### config.mk
export PLATFORM = sky130hd
export DESIGN_NAME = snail_ctrl
export DESIGN_NICKNAME = d
export VERILOG_FILES = /design/src/rtl/snail_ctrl.sv
export SDC_FILE = /design/constraint.sdc
export NUM_CORES = 1
export LEC_CHECK = 0
export BUFFER_PORTS_ARGS = -buffer_cell sky130_fd_sc_hd__buf_2
export CAP_MARGIN = 25
export CORE_MARGIN = 2
export CORE_UTILIZATION = 40
export CTS_CLUSTER_DIAMETER = 100
export CTS_CLUSTER_SIZE = 24
export DETAILED_ROUTE_END_ITERATION = 7
export GPL_ROUTABILITY_DRIVEN = 0
export SLEW_MARGIN = 0
export SYNTH_ARGS = -nofsm -noshare
export SYNTH_HDL_FRONTEND = slang
export SYNTH_SLANG_ARGS = --single-unit
### constraint.sdc
create_clock -name clk -period 1.9 [get_ports clk]
set_clock_uncertainty 0.15 [all_clocks]
set_input_delay 0.285 -clock clk [delete_from_list [all_inputs] [get_ports clk]]
set_output_delay 0.285 -clock clk [all_outputs]
set_load 0.005 [all_outputs]
### src/rtl/snail_ctrl.sv
// rtl/snail_ctrl.sv - frame shifter feeding a SAD/HOPE/HOORAY run detector.
// Counts detector entries into HOORAY over each WIDTH-bit frame, MSB first.
module snail_ctrl #(
  parameter int WIDTH = 8,
  parameter int CNTW  = 4
) (
  input  logic             clk,
  input  logic             _rst,
  input  logic             start,
  input  logic             clr,
  input  logic [WIDTH-1:0] data,
  output logic             busy,
  output logic             done,
  output logic             hit,
  output logic [CNTW-1:0]  count
);

  localparam int IW = (WIDTH > 2) ? $clog2(WIDTH) : 1;
  localparam logic [IW-1:0] LAST_IDX = IW'(WIDTH - 1);

  typedef enum logic [1:0] {IDLE, SHIFT, DONE} state_t;
  typedef enum logic [1:0] {SAD, HOPE, HOORAY} det_t;

  state_t           state_q, state_d;
  det_t             det_q, det_d, det_step;
  logic [WIDTH-1:0] shreg_q, shreg_d;
  logic [IW-1:0]    idx_q, idx_d;
  logic [CNTW-1:0]  count_q, count_d;

  always_ff @(posedge clk or negedge _rst) begin
    if (!_rst) begin
      state_q <= IDLE;
      det_q   <= SAD;
      shreg_q <= '0;
      idx_q   <= '0;
      count_q <= '0;
    end else begin
      state_q <= state_d;
      det_q   <= det_d;
      shreg_q <= shreg_d;
      idx_q   <= idx_d;
      count_q <= count_d;
    end
  end

  // Detector step for the bit currently at the head of the shift register.
  always_comb begin
    det_step = SAD;
    if (shreg_q[WIDTH-1]) begin
      case (det_q)
        SAD:     det_step = HOPE;
        HOPE:    det_step = HOORAY;
        HOORAY:  det_step = HOPE;
        default: det_step = HOPE;
      endcase
    end
  end

  always_comb begin
    state_d = state_q;
    det_d   = det_q;
    shreg_d = shreg_q;
    idx_d   = idx_q;
    count_d = count_q;
    if (clr) begin
      state_d = IDLE;
      det_d   = SAD;
      idx_d   = '0;
      count_d = '0;
    end else begin
      case (state_q)
        IDLE, DONE: begin
          if (start) begin
            state_d = SHIFT;
            det_d   = SAD;
            shreg_d = data;
            idx_d   = '0;
            count_d = '0;
          end else begin
            state_d = IDLE;
          end
        end
        SHIFT: begin
          det_d   = det_step;
          shreg_d = {shreg_q[WIDTH-2:0], 1'b0};
          idx_d   = idx_q + IW'(1);
          if (det_step == HOORAY && count_q != {CNTW{1'b1}}) begin
            count_d = count_q + CNTW'(1);
          end
          if (idx_q == LAST_IDX) begin
            state_d = DONE;
            idx_d   = '0;
          end
        end
        default: state_d = IDLE;
      endcase
    end
  end

  assign busy  = (state_q == SHIFT);
  assign done  = (state_q == DONE);
  assign hit   = (state_q == SHIFT) && (det_q == HOORAY);
  assign count = count_q;

endmodule
# Word level (Yosys, flattened, before mapping)
# Index checks and enable logic that the tools add are counted.
# totals
elab_cells	47
inputBits	12
register_bits	19
# classes
mux	19
eq_ne	11
bitwise_logic	1
addsub	2
n_reduce_logical	9
# op_table
op	count
8-bit case mux with 2 select lines	1
2-bit two-way mux	6
4-bit two-way mux	3
3-bit two-way mux	3
8-bit two-way mux	1
2-bit case mux with 2 select lines	2
4-bit case mux with 2 select lines	1
2-bit == test (second input constant)	3
3-bit by 2-bit != test with 1-bit output (second input constant)	2
3-bit case mux with 2 select lines	1
3-bit AND reduction	2
4-bit by 1-bit adder with 4-bit output (second input constant)	1
2-bit by 1-bit == test with 1-bit output (second input constant)	2
4-bit != test (second input constant)	1
3-bit by 1-bit adder with 3-bit output (second input constant)	1
3-bit == test (second input constant)	1
3-bit != test (second input constant)	1
3-bit nonzero test	1
1-bit logical AND	2
2-bit zero test	1
2-bit != test (second input constant)	1
2-bit AND reduction	1
2-bit nonzero test	1
2-bit OR reduction	1
2 further kinds	2

# Depth between registers and ports, before layout
# Gate-level depths: netlist (run 1).
# logic_depth
depth_word	8
depth_mapped	5
ltp_nobuf	4

# Worst setup path before layout (run 1)
# No wires, ideal clock.
# synth_timing
path_kind	register -> register
start	register state_q[1]
end	register shreg_q[1]
path_stages_with_launch	6
t_arrival_ns	1.346
period_less_slack_ns	1.621
n_path_buf	1
required_ns	1.625
slack_ns	0.279
path_cell_list	dfrtp_1 > nand2b_1 > buf_4 > inv_4 > mux2_4 > mux2_2
# synth_between
word_cells_on_any_way	8
classes_between	eq/ne: 3; mux: 1; reduce/logical: 4
# synth_lines
item	line	text
start: declaration	24	state_t state_q, state_d;
start signal: assignment	38	state_q <= state_d;
2-bit by 1-bit == test with 1-bit output (*)	--	
named net busy	12	output logic busy,
2-bit nonzero test (no source line)	--	
3-bit AND reduction (no source line)	--	
end signal: assignment	40	shreg_q <= shreg_d;
end: declaration	26	logic [WIDTH-1:0] shreg_q, shreg_d;
# Mark *: on every way through the listed nets, which the timed path passes. The rest lies on a longest branch.
# A chain may end at the register's enable or synchronous reset.

# Worst setup path after layout (run 1)
# layout_timing
start	register state_q[1]
end	output port hit
# layout_between
elab_chain_cells	2
# layout_lines
item	line	text
2-bit by 1-bit == test with 1-bit output	102	assign hit = (state_q == SHIFT) && (det_q == HOORAY);
1-bit logical AND	102	
end: declaration	14	output logic hit,
# No other way between the ends.

==> impl_metrics.py, run 1 <==
metrics = {
    "floorplan": {
        "fp.dieW_um": 54.5,
        "io_pins": 19,
        "fp.dieH_um": 54.5,
        "start_util_pct": 41.5,
        "die_area_sq_mm": 0.00297,
        "rows": 18,
        "core_sq_mm": 0.00245,
    },
    "clock_tree": {
        "clkLatencyLatePin_ns": 0.29,
        "post_cts_buffers": 0,
        "cts_buffer_depth": 2,
        "cts_made_buffers": 3,
        "htreeDepth": 1,
        "cts_tree": "built",
        "cts_root_buffer": "clkbuf_4",
        "clkTransAtPathRegs_ns": 0.11,
        "clock_sinks": 19,
    },
    "sta": {
        "final-hold-violation-count": 0,
        "finalCritPeriodShare_pct": 94.7,
        "setup_viol": 0,
        "fin_crit_ns": 1.80,
        "max-slew-margin-rel_pct": 71.7,
        "slew_viol_final": 0,
        "fmax_ghz": 0.556,
        "setup_tns_ns": 0,
        "tightest_slew_ns": 0.425,
        "rsz0062_at_grt": "false",
    },
    "logic_synthesis": {
        "yosysWarnings": 0,
        "ys_seq_area_share_pct": 46.7,
        "syn-cell-area_sq_mm": 0.00102,
        "synthesis.nets": 99,
        "avgSynthCellArea_sq_um": 12.1,
        "synth_top_area_cell": "dfrtp_1",
        "ys_seq_elements": 19,
        "synth_cells": 84,
        "yosys-top-cells-area": "dfrtp_1 (47%), mux2_4 (10%), mux2_2 (7.7%)",
        "synth_cell_types": 33,
        "synth_top_area_share_pct": 46.7,
    },
    "critical_path": {
        "reg2reg_slack_ns": 0.20,
        "critPathMaxFanout": 6,
        "cp.required_ns": 1.46,
        "crit_buf_inv": 2,
        "critical_path.slowest_cell": "dfrtp_1",
        "cp-start-kind": "register",
        "cpPeakStageDelay_ns": 0.43,
        "r2r-end": "shreg_q[4]",
        "cpLargestDelayFamily": "flip-flops",
        "worstSetupPathType": "register to output pin",
        "endpoint_kind": "output pin",
        "critical_path.cell_chain": "nand2b_4 -> buf_4 -> nor3b_1 -> buf_2",
        "arrival_ns": 1.36,
        "reg2reg_from": "state_q[0]",
        "reg2regPathDepth": 3,
    },
    "pwr": {
        "combPwrFrac_pct": 22.0,
        "ir_drop_mv": 0.378,
        "internal_power_w": 0.000663,
        "seq_power_share_pct": 55.9,
        "power_density_mw_per_mm2": 772,
        "leakage_nw": 0.581,
        "p_clk_share_pct": 22.1,
        "p_switching_w": 0.000258,
        "switching_share_pct": 28.0,
    },
    "drt": {
        "met1_length_um": 927,
        "drt-total-wl_um": 1900,
        "wl_met2_um": 866,
        "topRoutingLayerUsed": "met4",
        "via_per_inst": 5.55,
        "vias": 760,
        "drc_errors": 0,
        "drt-initial-drc-count": 21,
        "met3_length_um": 91,
        "final_antenna_net_count": 0,
        "avgRoutedWirePerCell_um": 13.8,
        "dr.pass1.iters": 4,
    },
    "hold_path": {
        "hold_path_class": "input port to register",
        "hold_depth": 2,
        "hp-start": "clr",
        "hold-path-endpoint": "state_q[0]",
    },
    "grt": {
        "grt_pass1_wl_um": 3010,
        "grt_max_degree": 20,
        "antenna_found_initial": 0,
        "grt_use_total_pct": 14.1,
        "grt_pass1_vias": 697,
        "grt.overflow.total": 0,
    },
    "final_layout": {
        "mostFrequentLayoutCell": "dfrtp_1",
        "drive_gt1_share_pct": 39.3,
        "area_delta_synth_final_pct": 17.2,
        "final_cell_mix": "dfrtp_1 (19), buf_2 (18), mux2_4 (7), mux2_2 (7), nand3_1 (6)",
        "finalNonFillerCells": 137,
        "n_fill_cell": 236,
        "fin_nets": 123,
        "n_antenna_cell": 0,
        "utilization_pct": 48.6,
    },
    "outcome": {
        "status": "finished, final reports clean",
    },
    "placement": {
        "numPortBuffers": 18,
        "dp.cells": 132,
        "dpl.hpwl_um": 1390,
    },
    "job": {
        "max-cap-violations": 0,
    },
}
## flip-flops by register name, summed over array words and instances, names as in the netlist
signal / cells
shreg_q: 8
det_q: 2
state_q: 2
idx_q: 3
count: 4
## how the worst max path moves through the flow
stage	from	end	slack (ns)	depth (start not counted)
6_report	state_q[1]	hit	0.10	4
5_1_grt	state_q[1]	hit	0.02	4
4_1_cts	state_q[1]	hit	0.02	4
3_5_place_dp	state_q[1]	shreg_q[5]	0.24	4
3_3_place_gp	state_q[1]	shreg_q[7]	0.26	4
2_1_floorplan	state_q[1]	shreg_q[1]	0.28	5
## per-stage QoR
stage | setup slack (ns) | total power (W) | cell area (sq um) | hold WS (ns)
2_1_floorplan | 0.279 | 0.000657 | 1020 | -0.161
3_3_place_gp | 0.256 | 0.000714 | 1150 | 0.0917
3_5_place_dp | 0.242 | 0.000725 | 1150 | 0.101
4_1_cts | 0.0186 | 0.000932 | 1190 | 0.110
5_1_grt | 0.0152 | 0.000986 | 1190 | 0.106
6_report | 0.100 | 0.000922 | 1190 | 0.114
## timing repair
item | in CTS | in global routing
hold buffers | 1 | 0
resized for setup | 1 | 1
cloned | 0 | 0
pin swaps | 0 | 0
hold endpoints to repair | 19 | 0
setup endpoints to repair | 1 | 1
## logic make-up (layout without fill, tap and decap cells)
family / after synthesis / count (layout) / share of synthesized area, %
mux: 14 / 14 / 18.1
flops: 19 / 19 / 46.7
fa+ha+maj: 3 / 3 / 3.69
simple gates: 25 / 25 / 15.1
compound gates: 18 / 18 / 13.9
buf+inv: 5 / 28 / 2.58
## synthesized netlist by cell type
cell type  instances
o22a_1             1
o311ai_0           1
ha_1               3
nand3_1            6
o31ai_1            1
o211ai_1           1
a21oi_1            2
o22ai_1            1
and4b_1            1
inv_1              2
nand4_1            3
a32o_1             1
buf_4              1
mux2_4             7
and2_1             1
nand2b_1           3
nor3b_1            1
a21oi_4            1
a22o_1             4
nor2_1             2
nor3b_2            1
o21ai_0            1
and3_1             2
nor2b_1            1
dfrtp_1           19
o21a_1             1
inv_4              1
and3b_1            1
nand3b_1           1
nand2_1            2
buf_2              1
mux2_2             7
a31oi_1            3
## worst register-to-register path: cells and delay by family (launching register included)
family	cells	cell delay [ns]
AND/OR/NAND/NOR	1	0.28
flip-flops	1	0.46
AO/OA/AOI/OAI	1	0.33
multiplexers	1	0.37
## routing by layer
layer / up-vias / global-route usage [%]
li1: 366 / -
met1: 373 / 19.3
met2: 19 / 22.3
met3: 2 / 2.46
met4: 0 / 5.00
met5: - / 0
## cell type report
cell class              count  area, sq um  area share (%)
inverters                   3         13.8            1.15
well taps                  30         37.5            3.14
repair buffers             21          115            9.64
clock inverters             1         5.00           0.419
flip-flops and latches     19          475            39.8
clock buffers               3         22.5            1.89
multi-input cells          60          524            43.9
## power by group through the flow
stage | Combinational, W | Sequential, W | Clock (W)
finish | 0.000203 | 0.000515 | 0.000203
CTS | 0.000205 | 0.000516 | 0.000212
floorplan | 0.000146 | 0.000511 | 0
detailed placement | 0.000202 | 0.000523 | 0
global placement | 0.000194 | 0.000519 | 0
global route | 0.000226 | 0.000525 | 0.000236
(Power assumes the default switching activity.)
==> inputs of run 2 (changes only) <==
--- a/config.mk
+++ b/config.mk
@@ -8,11 +8,12 @@
 export BUFFER_PORTS_ARGS = -buffer_cell sky130_fd_sc_hd__buf_2
 export CAP_MARGIN = 25
 export CORE_MARGIN = 2
-export CORE_UTILIZATION = 40
+export CORE_UTILIZATION = 53
 export CTS_CLUSTER_DIAMETER = 100
 export CTS_CLUSTER_SIZE = 24
 export DETAILED_ROUTE_END_ITERATION = 7
 export GPL_ROUTABILITY_DRIVEN = 0
+export PLACE_DENSITY = 0.77
 export SLEW_MARGIN = 0
 export SYNTH_ARGS = -nofsm -noshare
 export SYNTH_HDL_FRONTEND = slang
==> run 2 against run 1 <==
  * Critical path type unchanged
  * Largest cell class unchanged
  * Clock-buffer cell count is 1 higher
  * First-iteration DRC count grew 48%
  * Fmax barely moved
  * Core utilization increased by 19 points
  * Setup slack worse by 0.0012 ns
  * Total power grew 0.39%
  * Routed wire length increased by 3.4%
  * Register-to-register slack is essentially flat
  * Critical path depth did not move
  * Die area down 23%
==> impl_metrics.py, run 2 (synthesis results as in run 1) <==
metrics = {
    "clock_tree": {
        "clock_sinks": 19,
        "clkTransAtPathRegs_ns": 0.10,
        "clkLatencyLatePin_ns": 0.29,
        "cts_tree": "built",
        "htreeDepth": 1,
        "cts_made_buffers": 3,
        "cts_root_buffer": "clkbuf_4",
        "cts_buffer_depth": 2,
    },
    "sta": {
        "max-slew-margin-rel_pct": 72.3,
        "holdWs_ns": 0.102,
        "tightest_slew_ns": 0.415,
        "rsz0062_at_grt": "false",
        "setup_tns_ns": 0,
        "slew_viol_final": 0,
        "setup_slack_ns": 0.0992,
        "fmax_ghz": 0.555,
        "setup_viol": 0,
        "final-hold-violation-count": 0,
        "finalCritPeriodShare_pct": 94.8,
        "fin_crit_ns": 1.80,
    },
    "hold_path": {
        "hold_depth": 2,
        "hold-path-endpoint": "state_q[0]",
        "hold_path_class": "input port to register",
        "hp-start": "clr",
    },
    "critical_path": {
        "reg2reg_slack_ns": 0.21,
        "cp-start-kind": "register",
        "worstSetupPathType": "register to output pin",
        "arrival_ns": 1.37,
        "critical_path.cell_chain": "nand2b_4 -> buf_4 -> nor3b_1 -> buf_2",
        "reg2reg_from": "state_q[0]",
        "cpPeakStageDelay_ns": 0.42,
        "cp.required_ns": 1.46,
        "endpoint_kind": "output pin",
        "cpLargestDelayFamily": "flip-flops",
        "critical_path.slowest_cell": "dfrtp_1",
        "reg2regPathDepth": 3,
        "r2r-end": "shreg_q[6]",
        "critPathMaxFanout": 5,
        "crit_buf_inv": 2,
        "crit_start": "state_q[1]",
    },
    "final_layout": {
        "mostFrequentLayoutCell": "dfrtp_1",
        "n_fill_cell": 155,
        "fin_nets": 125,
        "multi_input_area_sq_um": 524,
        "finalNonFillerCells": 134,
        "area_delta_synth_final_pct": 17.9,
        "drive_gt1_share_pct": 39.4,
        "largest_reg_flops": 8,
        "n_antenna_cell": 0,
        "largest-register": "shreg_q",
        "final_cell_mix": "dfrtp_1 (19), buf_2 (18), mux2_4 (7), mux2_2 (7), nand3_1 (6)",
        "seq_area_sq_um": 475,
    },
    "grt": {
        "grt_max_degree": 20,
        "grt.overflow.total": 0,
        "grt_pass1_wl_um": 3160,
        "grt_pass1_vias": 725,
        "antenna_found_initial": 0,
        "grt_use_total_pct": 20.0,
    },
    "pwr": {
        "leakage_nw": 0.590,
        "ir_drop_mv": 0.447,
        "post-layout-total-power_w": 0.000925,
        "power_density_mw_per_mm2": 770,
    },
    "drt": {
        "drt-initial-drc-count": 31,
        "vias": 792,
        "drc_errors": 0,
        "drt-total-wl_um": 1960,
        "avgRoutedWirePerCell_um": 14.6,
        "via_per_inst": 5.91,
        "final_antenna_net_count": 0,
        "dr.pass1.iters": 4,
    },
    "placement": {
        "numPortBuffers": 18,
        "pre_cts_ws_ns": 0.202,
        "dpl.hpwl_um": 1380,
        "dp.cells": 127,
    },
    "floorplan": {
        "rows": 15,
        "io_pins": 19,
        "die_area_sq_mm": 0.00229,
        "fp.dieW_um": 47.8,
        "fp.dieH_um": 47.8,
        "start_util_pct": 57.7,
        "core_sq_mm": 0.00176,
    },
    "job": {
        "max-cap-violations": 0,
    },
    "outcome": {
        "status": "finished, final reports clean",
    },
}
-- run 2: cell types whose count changed in the layout (fill, tap and decap cells not counted), sizes merged --
| cell | delta |
|---|---|
| buf | +2 |
| clkbuf | +1 |
| clkinv | -1 |
-- run 2: worst register-to-register path, cell delays in order, from the launching register on --
cell and delay, ns:
dfrtp_1 0.46, nand2b_1 0.29, a21oi_4 0.31, mux2_2 0.37
-- run 2: area by class of cell --
class / instances / share of cell area (%)
Clock buffer: 4 / 2.19
Inverter: 3 / 1.15
Multi-Input combinational cell: 60 / 43.6
Sequential cell: 19 / 39.6
Tap cell: 25 / 2.60
Timing Repair Buffer: 23 / 10.8
-- run 2: layer usage --
metal | vias up | wire length [um] | GRT usage, %
li1 | 373 | - | -
met1 | 382 | 870 | 26.5
met2 | 31 | 937 | 31.7
met3 | 6 | 105 | 4.15
met4 | 0 | 49 | 8.65
met5 | - | 0 | 0
-- run 2: worst max path at each step --
stage,endpoint,cells after the start
floorplan,shreg_q[1],5
global placement,shreg_q[4],4
detailed placement,shreg_q[1],4
CTS,hit,4
global route,hit,4
finish,hit,4
-- run 2: report_power, final --
| group | total, W | leakage, nW | internal (W) | switching [W] |
|---|---|---|---|---|
| Sequential | 0.000519 | 0.246 | 0.000467 | 0.0000527 |
| Combinational | 0.000204 | 0.329 | 0.000119 | 0.0000853 |
| Clock | 0.000202 | 0.0150 | 0.0000816 | 0.000120 |
-- run 2: metrics by stage --
stage,util [%],instance area [sq um]
6_report,68.1,1200
2_1_floorplan,-,1020
4_1_cts,67.0,1180
3_5_place_dp,64.8,1140
5_1_grt,68.1,1200
3_3_place_gp,64.8,1140
-- run 2: timing repair --
item | 4_1_cts | 5_1_grt
buffers inserted | 0 | 2
setup endpoints to repair | 1 | 1
hold buffers | 1 | 0
resized for setup | 1 | 1
hold endpoints to repair | 19 | 0
